`config.mk`:
```
export PLATFORM = sky130hd
export DESIGN_NAME = load_store_unit
export DESIGN_NICKNAME = d
export VERILOG_FILES = /design/src/rtl/lsu_pkg.sv /design/src/rtl/load_store_unit_load_align.sv /design/src/rtl/load_store_unit.sv
export SDC_FILE = /design/constraint.sdc
export NUM_CORES = 1
export LEC_CHECK = 0
export ABC_AREA = 0
export BUFFER_PORTS_ARGS = -buffer_cell sky130_fd_sc_hd__buf_4
export CAP_MARGIN = 5
export CORE_MARGIN = 3
export CORE_UTILIZATION = 38
export DETAILED_ROUTE_END_ITERATION = 10
export MAX_ROUTING_LAYER = met4
export PLACE_DENSITY = 0.74
export SYNTH_ARGS = -nofsm -noshare
export SYNTH_HDL_FRONTEND = slang
export SYNTH_SLANG_ARGS = --single-unit
```
`constraint.sdc`:
```
create_clock -name i_clk -period 8.6 [get_ports i_clk]
set_input_delay 2.58 -clock i_clk [delete_from_list [all_inputs] [get_ports i_clk]]
set_output_delay 2.58 -clock i_clk [all_outputs]
set_load 0.01 [all_outputs]
```
`src/rtl/lsu_pkg.sv`:
```
// Shared types and constants for the load/store unit.
// Imported by the top level and by the load alignment block.
package lsu_pkg;

    typedef enum logic [1:0] {
        S_IDLE,
        S_REQ,
        S_WAIT_R,
        S_DONE
    } lsu_state_t;

    localparam logic [1:0] SZ_BYTE = 2'b00;
    localparam logic [1:0] SZ_HALF = 2'b01;
    localparam logic [1:0] SZ_WORD = 2'b10;

    function automatic logic is_aligned(
        input logic [1:0] size,
        input logic [1:0] off
    );
        logic ok;
        ok = 1'b0;
        unique case (size)
            SZ_BYTE: ok = 1'b1;
            SZ_HALF: ok = ~off[0];
            SZ_WORD: ok = (off == 2'b00);
            default: ok = 1'b0;
        endcase
        return ok;
    endfunction

endpackage

```
`src/rtl/load_store_unit_load_align.sv`:
```
// Load lane selection and sign/zero extension.
// Purely combinational; fed by the raw bus read data.
module load_align
    import lsu_pkg::*;
(
    input  logic [31:0] i_rdata,
    input  logic [1:0]  i_off,
    input  logic [1:0]  i_size,
    input  logic        i_unsigned,
    output logic [31:0] o_data
);

    logic [7:0]  w_b;
    logic [15:0] w_h;
    logic        w_sb;
    logic        w_sh;

    always_comb begin
        w_b = 8'h00;
        unique case (i_off)
            2'd0: w_b = i_rdata[7:0];
            2'd1: w_b = i_rdata[15:8];
            2'd2: w_b = i_rdata[23:16];
            2'd3: w_b = i_rdata[31:24];
            default: w_b = 8'h00;
        endcase
        w_h  = i_off[1] ? i_rdata[31:16] : i_rdata[15:0];
        w_sb = ~i_unsigned & w_b[7];
        w_sh = ~i_unsigned & w_h[15];
        case (i_size)
            SZ_BYTE: o_data = {{24{w_sb}}, w_b};
            SZ_HALF: o_data = {{16{w_sh}}, w_h};
            default: o_data = i_rdata;
        endcase
    end

endmodule

```
`src/rtl/load_store_unit.sv`:
```
// Memory-access stage: turns loads/stores into req/gnt/rvalid
// bus transactions and stalls the core while one is in flight.
module load_store_unit
    import lsu_pkg::*;
#(
    parameter int TIMEOUT = 255
) (
    input  logic        i_clk,
    input  logic        i_reset,
    input  logic        i_mem_read,
    input  logic        i_mem_write,
    input  logic [1:0]  i_mem_size,
    input  logic        i_mem_unsigned,
    input  logic [31:0] i_addr,
    input  logic [31:0] i_write_data,
    output logic [31:0] o_read_data,
    output logic        o_stall,
    output logic        o_misalign,
    output logic        o_bus_err,
    output logic        o_bus_req,
    output logic        o_bus_we,
    output logic [31:0] o_bus_addr,
    output logic [31:0] o_bus_wdata,
    output logic [3:0]  o_bus_be,
    input  logic        i_bus_gnt,
    input  logic        i_bus_rvalid,
    input  logic [31:0] i_bus_rdata
);

    localparam logic [9:0] CNT_LAST = 10'(TIMEOUT - 1);

    lsu_state_t  r_state;
    lsu_state_t  w_next;
    logic [31:0] r_addr;
    logic [31:0] r_wdata;
    logic [31:0] r_rdata;
    logic [3:0]  r_be;
    logic        r_we;
    logic        r_unsigned;
    logic        r_err;
    logic [1:0]  r_size;
    logic [1:0]  r_off;
    logic [9:0]  r_cnt;

    logic        w_access;
    logic        w_aligned;
    logic        w_start;
    logic        w_cap;
    logic        w_tmo;
    logic [3:0]  w_be;
    logic [31:0] w_wdata;
    logic [31:0] w_ldata;

    load_align u_align (
        .i_rdata    (i_bus_rdata),
        .i_off      (r_off),
        .i_size     (r_size),
        .i_unsigned (r_unsigned),
        .o_data     (w_ldata)
    );

    always_comb begin
        w_access  = i_mem_read | i_mem_write;
        w_aligned = is_aligned(i_mem_size, i_addr[1:0]);
        w_be      = 4'b1111;
        w_wdata   = i_write_data;
        case (i_mem_size)
            SZ_BYTE: begin
                w_be    = 4'b0001 << i_addr[1:0];
                w_wdata = {4{i_write_data[7:0]}};
            end
            SZ_HALF: begin
                w_be    = 4'b0011 << i_addr[1:0];
                w_wdata = {2{i_write_data[15:0]}};
            end
            default: ;
        endcase
    end

    // A completing grant/rvalid beats the timeout in the same cycle.
    always_comb begin
        w_next     = r_state;
        w_start    = 1'b0;
        w_cap      = 1'b0;
        w_tmo      = 1'b0;
        o_stall    = 1'b0;
        o_misalign = 1'b0;
        unique case (r_state)
            S_IDLE: begin
                if (w_access) begin
                    if (w_aligned) begin
                        w_start = 1'b1;
                        o_stall = 1'b1;
                        w_next  = S_REQ;
                    end else begin
                        o_misalign = 1'b1;
                    end
                end
            end
            S_REQ: begin
                o_stall = 1'b1;
                if (i_bus_gnt && (r_we || i_bus_rvalid)) begin
                    w_cap  = ~r_we;
                    w_next = S_DONE;
                end else if (r_cnt == CNT_LAST) begin
                    w_tmo  = 1'b1;
                    w_next = S_DONE;
                end else if (i_bus_gnt) begin
                    w_next = S_WAIT_R;
                end
            end
            S_WAIT_R: begin
                o_stall = 1'b1;
                if (i_bus_rvalid) begin
                    w_cap  = 1'b1;
                    w_next = S_DONE;
                end else if (r_cnt == CNT_LAST) begin
                    w_tmo  = 1'b1;
                    w_next = S_DONE;
                end
            end
            S_DONE: w_next = S_IDLE;
            default: w_next = S_IDLE;
        endcase
    end

    always_ff @(posedge i_clk) begin
        if (i_reset) begin
            r_state <= S_IDLE;
        end else begin
            r_state <= w_next;
        end
    end

    always_ff @(posedge i_clk) begin
        if (i_reset) begin
            r_addr     <= '0;
            r_wdata    <= '0;
            r_rdata    <= '0;
            r_be       <= '0;
            r_we       <= 1'b0;
            r_unsigned <= 1'b0;
            r_err      <= 1'b0;
            r_size     <= '0;
            r_off      <= '0;
            r_cnt      <= '0;
        end else begin
            r_err <= w_tmo;
            if (w_start) begin
                r_addr     <= {i_addr[31:2], 2'b00};
                r_off      <= i_addr[1:0];
                r_be       <= w_be;
                r_wdata    <= w_wdata;
                r_we       <= i_mem_write;
                r_size     <= i_mem_size;
                r_unsigned <= i_mem_unsigned;
                r_cnt      <= '0;
            end else if (r_state == S_REQ || r_state == S_WAIT_R) begin
                r_cnt <= r_cnt + 10'd1;
            end
            if (w_cap) begin
                r_rdata <= w_ldata;
            end else if (w_tmo || o_misalign) begin
                r_rdata <= '0;
            end
        end
    end

    assign o_bus_req   = (r_state == S_REQ);
    assign o_bus_we    = r_we;
    assign o_bus_addr  = r_addr;
    assign o_bus_wdata = r_wdata;
    assign o_bus_be    = r_be;
    assign o_bus_err   = r_err;
    assign o_read_data = r_rdata;

endmodule

```
Word-level counts from Yosys, hierarchy flattened
Index checks and enable logic that the tools add are counted.

word-level totals
  bits in registers = 117
  bits of input ports = 105
  output and inout bits = 105
  logic and storage cells = 77

operators by class
  $add $sub $neg = 1
  equality and inequality tests = 14
  shifts and indexed selects = 2
  muxes and demuxes = 30
  bitwise gates (word level) = 6
  reduce and logical (&&, ||, !) cells = 13

operator list
  cell                                                    number
  one-hot mux 32 bit (2 select lines)                     2
  2-to-1 mux 32 bit                                       2
  one-hot mux 8 bit (4 select lines)                      1
  2-to-1 mux 16 bit                                       1
  2-to-1 mux 2 bit                                        7
  2-to-1 mux 1 bit                                        11
  adder 10 x 1 -> 10 bit (second input constant)          1
  == test 10 x 8 -> 1 bit (second input constant)         1
  == test 2 bit (second input constant)                   5
  zero test 2 bit                                         5
  == test 2 x 1 -> 1 bit (second input constant)          4
  one-hot mux 2 bit (4 select lines)                      1
  one-hot mux 4 bit (2 select lines)                      1
  one-hot mux 1 bit (2 select lines)                      3
  inequality test 2 bit (second input constant)           2
  inequality test 4 x 1 -> 1 bit (second input constant)  1
  AND reduction 4 bit                                     1
  OR reduction 2 bit                                      2
  left shift 1 x 2 -> 4 bit (first input constant)        1
  left shift 2 x 2 -> 4 bit (first input constant)        1
  logical OR 1 bit                                        3
  inequality test 3 bit (second input constant)           1
  inverter 1 bit                                          3
  one-hot mux 1 bit (3 select lines)                      1
  4 further kinds                                         5

Logic depth before layout (Yosys ltp)
  depth after elaboration = 8
  gate-level depth with buffers = 8
  depth with buffers taken out = 6

Hierarchy
Synthesis repeated with hierarchy kept, for this count alone.

second synthesis, totals
  cells, all modules = 728
  area, all modules = 5,990.7 sq um

by module, submodules not included
  module           instances  cells an instance  area an instance (sq um)  sequential area each (sq um)
  load_store_unit  1          595                5,007.3                   2,342.2
  load_align       1          133                983.4                     0.0

Least setup slack after synthesis
Ideal clock, no wire load.

  path type = input -> output
  start = input i_addr[0]
  end = output o_stall
  arrival = 3.916 ns
  required time = 6.020 ns
  path slack = 2.104 ns
  cell stages on the path = 6
  buffers on the path = 3
  path through = buf_2 or3_1 a21o_1 buf_2 clkbuf_1 a21oi_1

on the way
  word-level cells in the longest chain between the ends = 5
  elaborated cells between the ends (all ways) = 6
  those cells by class = mux (4); bitwise (1); reduce/logical (1)

ends and longest elaborated chain
  item                                               line                          source
  start: declaration                                 load_store_unit.sv:14         input logic [31:0] i_addr,
  zero test 2 bit or inverter 1 bit (tied branches)  lsu_pkg.sv:25, lsu_pkg.sv:24
  one-hot mux 1 bit (3 select lines) (*)             lsu_pkg.sv:22                 unique case (size)
  2-to-1 mux 1 bit (*)                               load_store_unit.sv:91         if (w_aligned) begin
  2-to-1 mux 1 bit (*)                               load_store_unit.sv:90         if (w_access) begin
  one-hot mux 1 bit (2 select lines) (*)             load_store_unit.sv:88         unique case (r_state)
  end: declaration                                   load_store_unit.sv:17         output logic o_stall,

Mark *: on every way between the ends. The rest lies on a longest branch, timed or not.

Final worst setup path
  start = input i_mem_size[0]
  end = output o_stall

on the way
  word-level cells in the longest chain between the ends = 5
  elaborated cells between the ends (all ways) = 7
  those cells by class = eq/ne (2); mux (4); reduce/logical (1)

ends and longest elaborated chain
  item                                         line                   source
  start: declaration                           load_store_unit.sv:12  input logic [1:0] i_mem_size,
  == test 2 bit, or another cell as far along  lsu_pkg.sv:22
  one-hot mux 1 bit (3 select lines) (*)       lsu_pkg.sv:22
  2-to-1 mux 1 bit (*)                         load_store_unit.sv:91
  2-to-1 mux 1 bit (*)                         load_store_unit.sv:90
  one-hot mux 1 bit (2 select lines) (*)       load_store_unit.sv:88

Marked as above.

==> impl_metrics.ini <==
[drt]
via_count = 5462
routed_wirelength_um = 16400
drt_iter0_drc = 388
route.detailed.drc = 0
route.antenna.remaining_nets = 0
route.detailed.wl_per_inst_um = 15.7
dr.pass1.iters = 5
route.detailed.vias_per_inst = 5.22

[timing]
finalWorstPathRequiredPeriod_ns = 6.30
worst_case_headroom_to_the_max_slew_limit = 0.438
hold_violations = 0
timing.fmax_ghz = 0.159
slew_violations = 0
worst_setup_skew_after_layout_ns = 0.00624
setup_viol = 0
worst_slew_pin_slew_ns = 0.843
timing.final.crit_share = 0.733
setup_total_negative_slack_ns = 0
grt_setup_unrepaired = false

[place]
detailed_place_hpwl_um = 11500
io_buffers = 207
gp_routability_congestion = 0.877

[worst_setup_path]
worstSetupStartpointType = primary input
worstPathArrival_ns = 3.72
critical_path_required_ns = 6.02
r2r_end = o_read_data[8]
cp_num_buf_inv = 2
path_cells = buf_4 -> or3_1 -> a21o_2 -> a21oi_1 -> buf_4
timing.reg2reg.worst_path_depth = 4
cpMostUsedCell = sky130_fd_sc_hd__buf_4
critPathTopFamily = simple AND/OR/NAND/NOR gates
critPathMaxFanout = 24
crit_path_max_incr_delay_ns = 0.41
worst-r2r-setup-slack_ns = 5.80
cp_slowest_cell = sky130_fd_sc_hd__or3_1
worstReg2RegStart = r_size[1]
timing_worst_setup_path_type = primary input to output port
cp.depth = 5
worstSetupEndpointType = output port

[die]
top_level_ports = 210
die-area_um2 = 15800
vertical_die_dimension_um = 126
core_area_um2 = 13900
rows = 43
floorplan.initialDensity = 0.391
chipWidth_um = 126

[job]
max_cap_violations = 0

[clocking]
clock_path_buffers = 2
worst_skew_pair.late_latency_ns = 0.41
postCtsHoldBufs = 0
cts_tree = yes
cts-buffers-inserted = 17
clock-sinks = 117
clk_pin_slew_worst_paths_ns = 0.06
buffer_type_at_the_clock_tree_root = sky130_fd_sc_hd__clkbuf_16
cts_repair_resize_count = 0
htree_num_levels = 4
post_cts_buffers = 0

[global_route]
gr-usage-all-layers = 0.212
grt_max_degree = 80
grt_pass1_wl_um = 26500
global_route.overflow_total = 0
grt_antenna_before_repair = 0
vias_in_the_first_global_route = 5310

[yosys]
synth.distinct_cells = 53
syn-mean-instance-area_um2 = 8.11
post_synth_instance_area_um2 = 5450
synth_area_leader_cell = sky130_fd_sc_hd__dfxtp_1
synth.yosys.warnings = 0
synth-edff-count = 0
synth_cells = 672
yosysTopAreaCellShare = 0.430
ys_seq_elements = 117
synth_async_sr_flop_share = 0
synth_ff_type = sky130_fd_sc_hd__dfxtp_1
synth_top_cells_by_area = sky130_fd_sc_hd__dfxtp_1 (43%), sky130_fd_sc_hd__nand2_1 (8.8%), sky130_fd_sc_hd__a21oi_1 (6.6%), sky130_fd_sc_hd__mux2i_1 (5.1%), sky130_fd_sc_hd__o32ai_1 (4.0%)
synth.yosys.seq_area_share = 0.430

[layout]
synthToLayoutAreaGrowth_pct = 40.6
num_antenna_cells = 0
drive_gt1_frac = 0.292
finish.net_count = 965
layout.filler_cells = 1345

[min_path]
hold_path_class = register to register
hold_start = o_bus_addr[4]
endpoint_of_the_worst_hold_path = o_bus_addr[4]
holdPathStages = 2

[power_and_ir_drop]
leakage_nw = 3.20
post-layout-total-power_w = 0.00200
power-per-cell-area_nw_per_um2 = 261
ir_drop_worst_case_vdd_uv = 155

[status]
outcome = finished, final reports clean
layout make-up:
| type | count | area, µm² | area share |
|---|---|---|---|
| Tap cell | 180 | 225 | 0.0294 |
| Multi-Input combinational cell | 458 | 2720 | 0.354 |
| Inverter | 47 | 176 | 0.0230 |
| Clock buffer | 18 | 439 | 0.0573 |
| Sequential cell | 117 | 2340 | 0.306 |
| Timing Repair Buffer | 212 | 1590 | 0.208 |
| Clock inverter | 14 | 174 | 0.0227 |
metal layers:
metal  wire length [µm]  global-route usage  vias up
met2               7530               0.322      244
met5                  0                   -        -
met4                247              0.0713        0
li1                   -                   -     2698
met1               7110               0.264     2501
met3               1550              0.0734       19
sequential cells by signal, summed over array words and instances, names as in the netlist:
register     count
r_state          2
o_bus_wdata     32
r_unsigned       1
o_bus_be         4
o_bus_we         1
o_bus_addr      30
r_cnt           10
r_off            2
o_bus_err        1
r_size           2
o_read_data     32
report_power, final:
group,leakage (nW),internal [W],switching (W),total (W)
combinational,1.96,0.000255,0.000324,0.000579
sequential,0.953,0.000626,0.0000663,0.000692
clock,0.290,0.000466,0.000267,0.000733
stage by stage:
step | utilization | hold slack [ns] | instances | setup slack [ns] | area [µm²]
6_report | 0.550 | 0.452 | 1046 | 2.30 | 7660
5_1_grt | 0.550 | 0.469 | 1046 | 2.24 | 7660
4_1_cts | 0.550 | 0.455 | 1046 | 2.29 | 7660
3_5_place_dp | 0.506 | 0.447 | 1014 | 2.29 | 7050
3_3_place_gp | 0.506 | 0.441 | 1014 | 2.31 | 7050
2_1_floorplan | - | 0.474 | 673 | 2.10 | 5460
layout by cell type (no fill, tap or decap), types with 4 or more instances in the layout:
cell type                      n
sky130_fd_sc_hd__buf_4       212
sky130_fd_sc_hd__o211ai_1      8
sky130_fd_sc_hd__xnor2_1       4
sky130_fd_sc_hd__a211oi_1     11
sky130_fd_sc_hd__a32oi_1       5
sky130_fd_sc_hd__dfxtp_1     117
sky130_fd_sc_hd__nand2_1     128
sky130_fd_sc_hd__a21oi_1      72
sky130_fd_sc_hd__nor3_1       12
sky130_fd_sc_hd__a311oi_1      9
sky130_fd_sc_hd__xor2_1        5
sky130_fd_sc_hd__o21ai_0      20
sky130_fd_sc_hd__inv_1        45
sky130_fd_sc_hd__clkbuf_16    17
sky130_fd_sc_hd__nor2_1       54
sky130_fd_sc_hd__and3b_1       7
sky130_fd_sc_hd__nand2b_1      7
sky130_fd_sc_hd__mux2i_1      28
sky130_fd_sc_hd__ha_1          7
sky130_fd_sc_hd__nand4_1       4
sky130_fd_sc_hd__inv_6         4
sky130_fd_sc_hd__a211o_1       6
sky130_fd_sc_hd__o32ai_1      25
sky130_fd_sc_hd__o31ai_1       7
sky130_fd_sc_hd__clkinvlp_4    4
how the worst max path moves through the flow:
stage,slack (ns),end,start
finish,2.30,o_stall,i_mem_size[0]
global route,2.24,o_stall,i_mem_size[0]
CTS,2.29,o_stall,i_mem_size[0]
detailed placement,2.29,o_stall,i_mem_size[0]
global placement,2.31,o_stall,i_mem_size[0]
floorplan,2.10,o_stall,i_addr[0]
tightest hold or removal path, stage by stage (launching register included):
cell and delay [ns]:
sky130_fd_sc_hd__dfxtp_1 0.31, sky130_fd_sc_hd__nand2_1 0.05, sky130_fd_sc_hd__a21oi_1 0.05
kinds of logic after synthesis:
kind of cell    Yosys count  synth area share
mux                      31            0.0597
fa+ha+maj                 7            0.0161
compound gates          183             0.226
buf+inv                  98            0.0744
other cells               1          0.000688
xor+xnor                  9            0.0145
simple gates            226             0.179
flops                   117             0.430
cells in the mapped netlist, types with 2 or more instances:
| cell | n |
|---|---|
| sky130_fd_sc_hd__dfxtp_1 | 117 |
| sky130_fd_sc_hd__clkbuf_1 | 33 |
| sky130_fd_sc_hd__or3_1 | 2 |
| sky130_fd_sc_hd__a221oi_1 | 2 |
| sky130_fd_sc_hd__nand3_1 | 2 |
| sky130_fd_sc_hd__ha_1 | 7 |
| sky130_fd_sc_hd__buf_1 | 3 |
| sky130_fd_sc_hd__nor4_1 | 2 |
| sky130_fd_sc_hd__nand2_1 | 128 |
| sky130_fd_sc_hd__buf_2 | 9 |
| sky130_fd_sc_hd__o21ai_0 | 20 |
| sky130_fd_sc_hd__clkinv_1 | 2 |
| sky130_fd_sc_hd__nand2b_1 | 7 |
| sky130_fd_sc_hd__and3b_1 | 7 |
| sky130_fd_sc_hd__o32ai_1 | 25 |
| sky130_fd_sc_hd__buf_4 | 5 |
| sky130_fd_sc_hd__a211oi_1 | 11 |
| sky130_fd_sc_hd__nor2_1 | 54 |
| sky130_fd_sc_hd__mux2_2 | 2 |
| sky130_fd_sc_hd__mux2i_1 | 28 |
| sky130_fd_sc_hd__xor2_1 | 5 |
| sky130_fd_sc_hd__a32oi_1 | 5 |
| sky130_fd_sc_hd__a21o_1 | 4 |
| sky130_fd_sc_hd__inv_1 | 45 |
| sky130_fd_sc_hd__a2bb2oi_1 | 3 |
| sky130_fd_sc_hd__a21oi_1 | 72 |
| sky130_fd_sc_hd__nor3_1 | 12 |
| sky130_fd_sc_hd__nand3b_1 | 2 |
| sky130_fd_sc_hd__a221o_1 | 2 |
| sky130_fd_sc_hd__a211o_1 | 6 |
| sky130_fd_sc_hd__o211ai_1 | 8 |
| sky130_fd_sc_hd__a311oi_1 | 9 |
| sky130_fd_sc_hd__nand4_1 | 4 |
| sky130_fd_sc_hd__xnor2_1 | 4 |
| sky130_fd_sc_hd__o31ai_1 | 7 |
(Power assumes the default switching activity.)
